<file path="config.mk">
export PLATFORM = sky130hd
export DESIGN_NAME = enc_menu_ctrl
export DESIGN_NICKNAME = d
export VERILOG_FILES = /design/src/rtl/enc_menu_pkg.sv /design/src/rtl/enc_updn_cnt.sv /design/src/rtl/enc_menu_ctrl.sv
export SDC_FILE = /design/constraint.sdc
export NUM_CORES = 1
export LEC_CHECK = 0
export ABC_AREA = 1
export ABC_CLOCK_PERIOD_IN_PS = 1600
export BUFFER_PORTS_ARGS = -buffer_cell sky130_fd_sc_hd__clkbuf_2
export CAP_MARGIN = 20
export CORE_MARGIN = 5
export CORE_UTILIZATION = 40
export DETAILED_ROUTE_END_ITERATION = 12
export RECOVER_POWER = 25
export SLEW_MARGIN = 25
export SYNTH_ARGS = -nofsm -noshare
export SYNTH_HDL_FRONTEND = slang
export SYNTH_SLANG_ARGS = --single-unit
</file>
<file path="constraint.sdc">
create_clock -name clk -period 1.6 [get_ports clk]
set_input_delay 0.48 -clock clk [delete_from_list [all_inputs] [get_ports clk]]
set_output_delay 0.48 -clock clk [all_outputs]
set_load 0.02 [all_outputs]
</file>
<file path="src/rtl/enc_menu_pkg.sv">
// Shared types and constants for the encoder parameter-menu controller.
package enc_menu_pkg;

    // Menu sequencing states
    typedef enum logic [1:0] {
        BROWSE = 2'd0,
        EDIT   = 2'd1,
        COMMIT = 2'd2
    } menu_state_e;

    // Classified push-button press codes (0 and 3 carry no meaning)
    localparam logic [1:0] PRESS_SHORT = 2'd1;
    localparam logic [1:0] PRESS_LONG  = 2'd2;

    // Encoder detent direction
    localparam logic DIR_CW  = 1'b1;
    localparam logic DIR_CCW = 1'b0;

endpackage

</file>
<file path="src/rtl/enc_updn_cnt.sv">
// Up/down counter with synchronous load; wraps or saturates at 0 and MAX.
// cnt_nxt exposes the value the counter will take at the next edge so that
// dependent logic can act on the same cycle the count updates.
module enc_updn_cnt
    import enc_menu_pkg::*;
#(
    parameter int WIDTH = 8,
    parameter int MAX   = 255,
    parameter bit WRAP  = 1'b0
) (
    input  logic             clk,
    input  logic             rst_n,
    input  logic             en,
    input  logic             step,
    input  logic             up,
    input  logic             load,
    input  logic [WIDTH-1:0] load_val,
    output logic [WIDTH-1:0] cnt,
    output logic [WIDTH-1:0] cnt_nxt
);

    localparam logic [WIDTH-1:0] MAX_V = WIDTH'(MAX);

    // Next count: load wins over step; ends either wrap or stick
    always_comb begin
        cnt_nxt = cnt;
        if (en) begin
            if (load) begin
                cnt_nxt = load_val;
            end else if (step) begin
                if (up) begin
                    if (cnt >= MAX_V) begin
                        cnt_nxt = WRAP ? '0 : MAX_V;
                    end else begin
                        cnt_nxt = cnt + 1'b1;
                    end
                end else begin
                    if (cnt == '0) begin
                        cnt_nxt = WRAP ? MAX_V : '0;
                    end else begin
                        cnt_nxt = cnt - 1'b1;
                    end
                end
            end
        end
    end

    // Count register
    always_ff @(posedge clk or negedge rst_n) begin
        if (!rst_n) begin
            cnt <= '0;
        end else begin
            cnt <= cnt_nxt;
        end
    end

endmodule

</file>
<file path="src/rtl/enc_menu_ctrl.sv">
// Rotary-encoder parameter menu: browse / edit / commit of a small register
// bank, with a one-cycle write strobe to the datapath configuration port.
// Optional build macro MENU_TIMEOUT_EN: abandons an idle edit after
// TIMEOUT_CYC cycles without an accepted step or press.
module enc_menu_ctrl
    import enc_menu_pkg::*;
#(
    parameter int NUM_PARAMS  = 4,
    parameter int VAL_W       = 8,
    parameter int TIMEOUT_CYC = 50000000
) (
    input  logic                          clk,
    input  logic                          rst_n,
    input  logic                          ena,
    input  logic                          step_valid,
    input  logic                          step_dir,
    input  logic                          press_valid,
    input  logic [1:0]                    press_type,
    output logic [$clog2(NUM_PARAMS)-1:0] sel_idx,
    output logic [VAL_W-1:0]              edit_val,
    output logic                          editing,
    output logic                          cfg_we,
    output logic [$clog2(NUM_PARAMS)-1:0] cfg_addr,
    output logic [VAL_W-1:0]              cfg_wdata,
    output logic [NUM_PARAMS*VAL_W-1:0]   param_flat,
    output logic                          timeout_evt
);

    localparam int SEL_W   = $clog2(NUM_PARAMS);
    localparam int VAL_MAX = (2 ** VAL_W) - 1;

    menu_state_e      state_q;
    menu_state_e      state_d;
    logic [VAL_W-1:0] param_q [NUM_PARAMS];

    logic             press_short;
    logic             press_long;
    logic             step_acc;
    logic             step_up;
    logic             tmo_fire;
    logic             commit_go;
    logic             sel_step;
    logic             val_step;
    logic             val_load;
    logic [SEL_W-1:0] sel_nxt;
    logic [VAL_W-1:0] val_nxt_unused;

    // Input decode: a meaningful press always shadows a same-cycle step
    always_comb begin
        press_short = press_valid && (press_type == PRESS_SHORT);
        press_long  = press_valid && (press_type == PRESS_LONG);
        step_acc    = step_valid && !press_short && !press_long;
        step_up     = 1'b0;
        case (step_dir)
            DIR_CW:  step_up = 1'b1;
            DIR_CCW: step_up = 1'b0;
        endcase
    end

    assign commit_go = (state_q == EDIT) && press_short;
    assign sel_step  = (state_q == BROWSE) && step_acc;
    assign val_step  = (state_q == EDIT) && step_acc;
    // In BROWSE the working value follows the register about to be selected;
    // a cancel in EDIT restores the committed value of the frozen selection.
    assign val_load  = (state_q == BROWSE) ||
                       ((state_q == EDIT) && (press_long || tmo_fire));

    enc_updn_cnt #(
        .WIDTH (SEL_W),
        .MAX   (NUM_PARAMS - 1),
        .WRAP  (1'b1)
    ) u_sel_cnt (
        .clk      (clk),
        .rst_n    (rst_n),
        .en       (ena),
        .step     (sel_step),
        .up       (step_up),
        .load     (1'b0),
        .load_val ('0),
        .cnt      (sel_idx),
        .cnt_nxt  (sel_nxt)
    );

    enc_updn_cnt #(
        .WIDTH (VAL_W),
        .MAX   (VAL_MAX),
        .WRAP  (1'b0)
    ) u_val_cnt (
        .clk      (clk),
        .rst_n    (rst_n),
        .en       (ena),
        .step     (val_step),
        .up       (step_up),
        .load     (val_load),
        .load_val (param_q[sel_nxt]),
        .cnt      (edit_val),
        .cnt_nxt  (val_nxt_unused)
    );

    // State register
    always_ff @(posedge clk or negedge rst_n) begin
        if (!rst_n) begin
            state_q <= BROWSE;
        end else if (ena) begin
            state_q <= state_d;
        end
    end

    // Next-state logic; COMMIT always lasts a single enabled cycle
    always_comb begin
        state_d = state_q;
        case (state_q)
            BROWSE: begin
                if (press_short) begin
                    state_d = EDIT;
                end
            end
            EDIT: begin
                if (press_short) begin
                    state_d = COMMIT;
                end else if (press_long || tmo_fire) begin
                    state_d = BROWSE;
                end
            end
            COMMIT: begin
                state_d = BROWSE;
            end
            default: begin
                state_d = BROWSE;
            end
        endcase
    end

    // Registered outputs and shadow registers; the bank and the strobe
    // update on the same edge so param_flat is current while cfg_we is high
    always_ff @(posedge clk or negedge rst_n) begin
        if (!rst_n) begin
            editing   <= 1'b0;
            cfg_we    <= 1'b0;
            cfg_addr  <= '0;
            cfg_wdata <= '0;
            for (int i = 0; i < NUM_PARAMS; i++) begin
                param_q[i] <= '0;
            end
        end else if (ena) begin
            editing <= (state_d == EDIT);
            cfg_we  <= commit_go;
            if (commit_go) begin
                cfg_addr         <= sel_idx;
                cfg_wdata        <= edit_val;
                param_q[sel_idx] <= edit_val;
            end
        end else begin
            cfg_we <= 1'b0;
        end
    end

    for (genvar i = 0; i < NUM_PARAMS; i++) begin : g_flat
        assign param_flat[i*VAL_W +: VAL_W] = param_q[i];
    end

`ifdef MENU_TIMEOUT_EN
    localparam int               TMO_W    = (TIMEOUT_CYC > 1) ? $clog2(TIMEOUT_CYC) : 1;
    localparam logic [TMO_W-1:0] TMO_LOAD = TMO_W'(TIMEOUT_CYC - 1);

    logic             input_acc;
    logic [TMO_W-1:0] tmo_q;

    assign input_acc = step_acc || press_short || press_long;
    assign tmo_fire  = (state_q == EDIT) && !input_acc && (tmo_q == '0);

    // Idle down-counter: reloaded outside EDIT and on any accepted input
    always_ff @(posedge clk or negedge rst_n) begin
        if (!rst_n) begin
            tmo_q <= TMO_LOAD;
        end else if (ena) begin
            if ((state_q != EDIT) || input_acc) begin
                tmo_q <= TMO_LOAD;
            end else if (tmo_q != '0) begin
                tmo_q <= tmo_q - 1'b1;
            end
        end
    end

    // One-cycle notification when an edit is abandoned for inactivity
    always_ff @(posedge clk or negedge rst_n) begin
        if (!rst_n) begin
            timeout_evt <= 1'b0;
        end else begin
            timeout_evt <= ena && tmo_fire;
        end
    end
`else
    logic unused_tmo;

    assign unused_tmo  = ^TIMEOUT_CYC;
    assign tmo_fire    = 1'b0;
    assign timeout_evt = 1'b0;
`endif

endmodule

</file>
==> impl_metrics.csv, run 1 <==
group,metric,value,unit
placed_design,place_area,3890,um2
timing,period_share,107,%
placed_design,place_congestion,0.935,
global_routing,first_global_vias,2876,
drt,drcViolationCount,0,
drt,wl,9270,um
status,failed_checks,"negative setup slack",
placed_design,place.port_buffers,61,
floorplan,die-area,9670,um2
layout,final_common_cell,"nand2_1",
placed_design,dpl.hpwl,6860,um
timing,min_period,1.72,ns
setup_path,cp_data_arrival_time,1.97,ns
clock_tree,clock-root-buffer,"clkbuf_8",
clock_tree,clk_pin_slew,0.10,ns
logic_synthesis,synth_seq_area_share,44.9,%
logic_synthesis,syn_nets,424,
layout,syn2layout_area_growth,33.7,%
layout,fillCellCount,751,
setup_path,cp-start-kind,"flip-flop",
timing,fmax,582,MHz
floorplan,core,7650,um2
logic_synthesis,synth_cells,409,
timing,hold_viol,0,
hold_path,hold_path_class,"input port to asynchronous set/reset pin",
drt,dr.pass1.iters,5,
logic_synthesis,netlist_area,3120,um2
logic_synthesis,ys_ff_latch,56,
layout,drive_gt1_share,34.1,%
timing,maxSlewViolCount,0,
global_routing,grt-ovfl-total,0,
drt,post_drt_wl_per_cell,14.9,um
clock_tree,ctsHoldBuffers,0,
logic_synthesis,synth.avg_cell_area,7.63,um2
layout,nNetsFinal,536,
clock_tree,htreeDepth,2,
setup_path,r2r_slack,-0.12,ns
floorplan,die_x,98.3,um
status,status,"finished with violations",
setup_path,reg2reg_depth,11,
drt,drt_iter0_drc,136,
clock_tree,cts_tree,"built",
logic_synthesis,yosys_warnings,0,
clock_tree,cts_buffer_depth,2,
timing,worst_slew_pin_slew,0.756,ns
logic_synthesis,ys_types,32,
logic_synthesis,synthArstFlopShare,100,%
floorplan,pin_count,63,
global_routing,grtUsageTotal,19.4,%
setup_path,worstPathRequired,1.86,ns
timing,setup_viol,9,
timing,fin_ws,-0.119,ns
global_routing,antenna_found_initial,0,
power,irDropWorstVdd,0.815,mV
layout,design_area,4170,um2
drt,ant_nets,0,
job,maxCapViolations,0,
power,power_density,1680,nW/um2
setup_path,r2r_end,"u_val_cnt.cnt[4]",
timing,max_slew_margin,49.6,%
floorplan,initial_core_util,40.8,%
global_routing,grt_start_max_net_pins,57,
layout,utilization,54.6,%
clock_tree,clkLatencyLatePin,0.31,ns
clock_tree,cts_buffers,5,
layout,n_antenna_cell,0,
logic_synthesis,synth_flop_cell,"dfrtp_1",
drt,routed_via_density,4.90,
power,power.total,7000,uW
setup_path,r2r-start,"u_sel_cnt.cnt[1]",
setup_path,crit_path_end_kind,"flip-flop",
layout,mostFrequentLayoutCells,"116 x nand2_1, 61 x clkbuf_2, 54 x buf_4, 52 x dfrtp_1, 47 x o21ai_0",
global_routing,grt_pass1_wl,15100,um
clock_tree,cts.sinks,56,
floorplan,fp-row-count,32,
setup_path,worstSetupPathType,"flip-flop to flip-flop",
floorplan,die_h,98.3,um
logic_synthesis,synth-edff-count,0,
timing,rsz0062_at_grt,"true",
setup_path,critPathMaxFanout,6,
timing,finClkSkew,0.00559,ns
drt,dr_total_vias,3059,
power,p_leak,0.00215,uW
## synthesized netlist by cell type, types with 2 or more instances
cell        n  area, um2
nand2_1   120        450
dfrtp_1    56       1400
inv_1      49        184
o21ai_0    48        240
nand3_1    46        230
nor2_1     11       41.3
buf_2      10       50.1
nand3b_1    8       60.1
a21oi_1     7       35.0
ha_1        7       87.6
inv_2       7       26.3
xor2_1      7       61.3
o21ai_1     5       25.0
nand3_2     3       30.0
nor2_2      3       18.8
a31oi_1     2       12.5
buf_4       2       15.0
clkbuf_1    2       7.51
nand2_2     2       12.5
nand2_4     2       22.5
## worst max-delay path: stages, from the launching register on
cell and delay [ns]:
dfrtp_2 0.41, inv_2 0.06, ha_4 0.15, or2_1 0.22, nand2_2 0.08, nand3_4 0.15, buf_6 0.18, nand3b_1 0.09
nand3_1 0.09, nand3_1 0.12, nand2_1 0.06, nand2_1 0.06
## through the flow
| step | TNS [ns] | hold slack [ns] | setup WS (ns) | cells |
|---|---|---|---|---|
| finish | -0.688 | 0.324 | -0.119 | 624 |
| global route | -1.41 | 0.428 | -0.181 | 624 |
| CTS | -0.680 | 0.171 | -0.0948 | 620 |
| detailed placement | -5.60 | 0.479 | -0.168 | 607 |
| global placement | -4.26 | 0.470 | -0.128 | 607 |
| floorplan | -0.543 | 0.184 | -0.0766 | 409 |
## where the power goes
| part | total, uW | internal [uW] | switching, uW |
|---|---|---|---|
| clock | 786 | 313 | 473 |
| combinational | 4040 | 1620 | 2420 |
| sequential | 2170 | 1790 | 381 |
## registers in the layout, summed over array words and instances (netlist names)
| signal | count |
|---|---|
| param_flat | 32 |
| cfg_wdata | 8 |
| u_val_cnt.cnt | 8 |
| cfg_addr | 2 |
| state_q | 2 |
| u_sel_cnt.cnt | 2 |
| cfg_we | 1 |
| editing | 1 |
## final cells by class
type	instances	area, um2	share of cell area (%)
Clock buffer	6	72.6	1.74
Clock inverter	2	16.3	0.390
Inverter	56	213	5.10
Multi-Input combinational cell	282	1560	37.3
Sequential cell	56	1410	33.7
Tap cell	102	128	3.06
Timing Repair Buffer	120	781	18.7
## repair_timing
item / CTS / global route
buffers inserted: 3 / 4
gates cloned: 2 / 0
resized for setup: 10 / 21
endpoints found under the setup margin: 10 / 13
pin swaps: 8 / 9
## per-layer routing
| layer | GRT usage [%] | share of wire, % | vias to the layer above |
|---|---|---|---|
| met5 | 0 | 0 | - |
| met4 | 3.78 | 0.59 | 0 |
| met3 | 2.79 | 4.8 | 7 |
| met2 | 31.7 | 49 | 91 |
| met1 | 27.7 | 46 | 1441 |
| li1 | - | - | 1520 |
## kinds of logic after synthesis
family / share of synthesized area (%)
AO/OA/AOI/OAI: 10.5
XOR/XNOR: 2.24
AND/OR/NAND/NOR: 29.9
adder cells (fa/ha/maj): 2.81
buffers and inverters: 9.58
other: 0.120
flip-flops: 44.9
## how the worst max path moves through the flow
| stage | endpoint | cells past startpoint | startpoint | slack, ns |
|---|---|---|---|---|
| 2_1_floorplan | u_val_cnt.cnt[7] | 12 | u_sel_cnt.cnt[0] | -0.08 |
| 3_3_place_gp | u_val_cnt.cnt[1] | 9 | press_valid | -0.13 |
| 3_5_place_dp | u_val_cnt.cnt[1] | 10 | u_sel_cnt.cnt[0] | -0.17 |
| 4_1_cts | u_val_cnt.cnt[4] | 11 | u_sel_cnt.cnt[1] | -0.09 |
| 5_1_grt | u_val_cnt.cnt[3] | 11 | u_sel_cnt.cnt[1] | -0.18 |
| 6_report | u_val_cnt.cnt[4] | 11 | u_sel_cnt.cnt[1] | -0.12 |
(Power assumes the default switching activity.)
==> inputs of run 2 (changes only) <==
--- a/config.mk
+++ b/config.mk
@@ -6,7 +6,7 @@
 export NUM_CORES = 1
 export LEC_CHECK = 0
 export ABC_AREA = 1
-export ABC_CLOCK_PERIOD_IN_PS = 1600
+export ABC_CLOCK_PERIOD_IN_PS = 2200
 export BUFFER_PORTS_ARGS = -buffer_cell sky130_fd_sc_hd__clkbuf_2
 export CAP_MARGIN = 20
 export CORE_MARGIN = 5
==> constraint.sdc (replaced) <==
create_clock -name clk -period 2.2 [get_ports clk]
set_input_delay 0.66 -clock clk [delete_from_list [all_inputs] [get_ports clk]]
set_output_delay 0.66 -clock clk [all_outputs]
set_load 0.02 [all_outputs]
==> run 2 against run 1 <==
The flow now finishes without violations. Flip-flop and latch count did not move. Clock skew is 0.0099 ns higher. Die area unchanged. Power shrank 37%. Sequential power fell by 26%. Final area fell by 13%. Global-route usage shrank 1.9 points. Largest power group unchanged. Non-clock buffer count is 50 lower.
==> impl_metrics.csv, run 2 (same netlist as run 1, synthesis figures left out) <==
group,metric,value,unit
status,status,"completed",
layout,mostFrequentLayoutCells,"120 x nand2_1, 62 x clkbuf_2, 56 x dfrtp_1, 49 x inv_1, 48 x o21ai_0",
power,p_leak,0.00187,uW
timing,fmax,510,MHz
floorplan,die-area,9670,um2
setup_path,crit_path_end,"u_val_cnt.cnt[7]",
placed_design,place.port_buffers,61,
layout,drive_gt1_share,21.0,%
setup_path,startpoint,"u_sel_cnt.cnt[0]",
setup_path,slowest_delay,0.44,ns
setup_path,critPathBufInv,2,
clock_tree,clkLatencyLatePin,0.32,ns
clock_tree,cts_tree,"built",
layout,syn2layout_area_growth,16.2,%
placed_design,dp.cells,565,
power,irDropWorstVdd,0.532,mV
setup_path,critical_path.cell_chain,"inv_1 > ha_1 > or2_1 > nand2_1 > nand3_4 > buf_4 > nand3_1 > nand3_1 > nand3_1 > nand2_1 > nand2_1",
floorplan,fp-row-count,32,
drt,ant_nets,0,
global_routing,grtUsageTotal,17.5,%
global_routing,grt_start_max_net_pins,57,
drt,routed_via_density,4.84,
floorplan,pin_count,63,
drt,drt_iter0_drc,145,
placed_design,place_congestion,0.920,
timing,setup_viol,0,
clock_tree,clock-root-buffer,"clkbuf_8",
setup_path,r2r_end,"u_val_cnt.cnt[7]",
timing,rsz0062_at_grt,"false",
layout,final_common_cell,"nand2_1",
drt,wl,8410,um
setup_path,r2r-start,"u_sel_cnt.cnt[0]",
floorplan,die_h,98.3,um
setup_path,worstSetupPathType,"flip-flop to flip-flop",
timing,finClkSkew,0.0155,ns
layout,nNetsFinal,485,
setup_path,worstPathRequired,2.47,ns
setup_path,r2r_slack,0.24,ns
clock_tree,cts_buffers,5,
placed_design,place_area,3550,um2
clock_tree,ctsHoldBuffers,0,
setup_path,cp-start-kind,"flip-flop",
layout,n_antenna_cell,0,
timing,worst_slew_pin_slew,1.35,ns
clock_tree,cts_buffer_depth,2,
layout,design_area,3630,um2
clock_tree,postCtsSetupBuffers,0,
timing,maxSlewViolCount,0,
timing,setup_tns,0,ns
setup_path,reg2reg_depth,11,
placed_design,dpl.hpwl,6350,um
floorplan,core,7650,um2
setup_path,crit_cells,11,
setup_path,crit_family,"simple AND/OR/NAND/NOR gates",
global_routing,grt-ovfl-total,0,
timing,period_share,89.2,%
drt,drcViolationCount,0,
global_routing,grt_pass1_wl,13500,um
global_routing,first_global_vias,2549,
timing,hold_viol,0,
floorplan,die_x,98.3,um
layout,fillCellCount,795,
hold_path,hold_path_class,"flip-flop to flip-flop",
setup_path,critPathMaxFanout,16,
clock_tree,cts.sinks,56,
timing,min_period,1.96,ns
drt,dr_total_vias,2771,
clock_tree,clk_pin_slew,0.12,ns
setup_path,crit_path_end_kind,"flip-flop",
floorplan,initial_core_util,40.8,%
drt,post_drt_wl_per_cell,14.7,um
setup_path,cp_slowest_cell,"dfrtp_1",
power,power_density,1220,nW/um2
setup_path,cp_data_arrival_time,2.23,ns
clock_tree,ctsResizeCount,0,
layout,largest_reg_flops,32,
timing,max_slew_margin,9.96,%
drt,dr.pass1.iters,4,
global_routing,antenna_found_initial,0,
layout,stdcell_count,573,
clock_tree,htreeDepth,2,
job,maxCapViolations,0,
-- run 2: cell types whose count changed in the layout (fill, tap and decap cells not counted), sizes merged --
cell | previous run | this run
clkbuf | 68 | 67
inv | 56 | 57
clkinvlp | 1 | 2
clkinv | 1 | 0
nand2 | 125 | 124
buf | 58 | 8
-- run 2: layout make-up --
class	count	area, um2	area share, %
Multi-Input combinational cell	281	1420	39.2
Sequential cell	56	1400	38.6
Timing Repair Buffer	70	370	10.2
Inverter	56	210	5.80
Tap cell	102	128	3.52
Clock buffer	5	68.8	1.90
Clock inverter	3	26.3	0.725
-- run 2: metal layers --
layer  vias up  wire length (um)  global-route usage (%)
met1      1268              3940                    25.6
met3         6               591                    3.14
met2        79              3840                    27.7
li1       1418                 -                       -
met5         -                 0                       0
met4         0                44                    2.84
-- run 2: power by group --
group	switching [uW]	internal [uW]	leakage, uW	total [uW]
clock network	368	233	0.0000423	601
registers	310	1300	0.000752	1610
logic	1490	728	0.00108	2220
-- run 2: worst min path at each step --
| stage | from | end | slack, ns | cells past startpoint |
|---|---|---|---|---|
| final | cfg_addr[1] | cfg_addr[1] | 0.50 | 2 |
| after global routing | cfg_wdata[4] | cfg_wdata[4] | 0.52 | 2 |
| after CTS | rst_n | param_flat[16] | 0.34 | 2 |
| after detailed placement | cfg_addr[1] | cfg_addr[1] | 0.48 | 2 |
| after global placement | cfg_wdata[6] | cfg_wdata[6] | 0.47 | 2 |
| after floorplan | rst_n | cfg_addr[0] | 0.36 | 0 |
-- run 2: through the flow --
stage                     total power [uW]  hold WS (ns)  setup slack, ns  utilization (%)
after floorplan                       3080         0.364            0.296                -
after global placement                3840         0.471            0.184             46.4
after detailed placement              3860         0.478            0.129             46.4
after CTS                             4460         0.340            0.236             47.6
after global routing                  4780         0.524           0.0999             47.4
final                                 4430         0.502            0.238             47.4
-- run 2: worst reg2reg max path: stages (launching register included) --
cell,delay (ns)
dfrtp_1,0.44
inv_1,0.16
ha_1,0.24
or2_1,0.22
nand2_1,0.10
nand3_4,0.09
buf_4,0.21
nand3_1,0.10
nand3_1,0.13
nand3_1,0.15
nand2_1,0.06
nand2_1,0.05
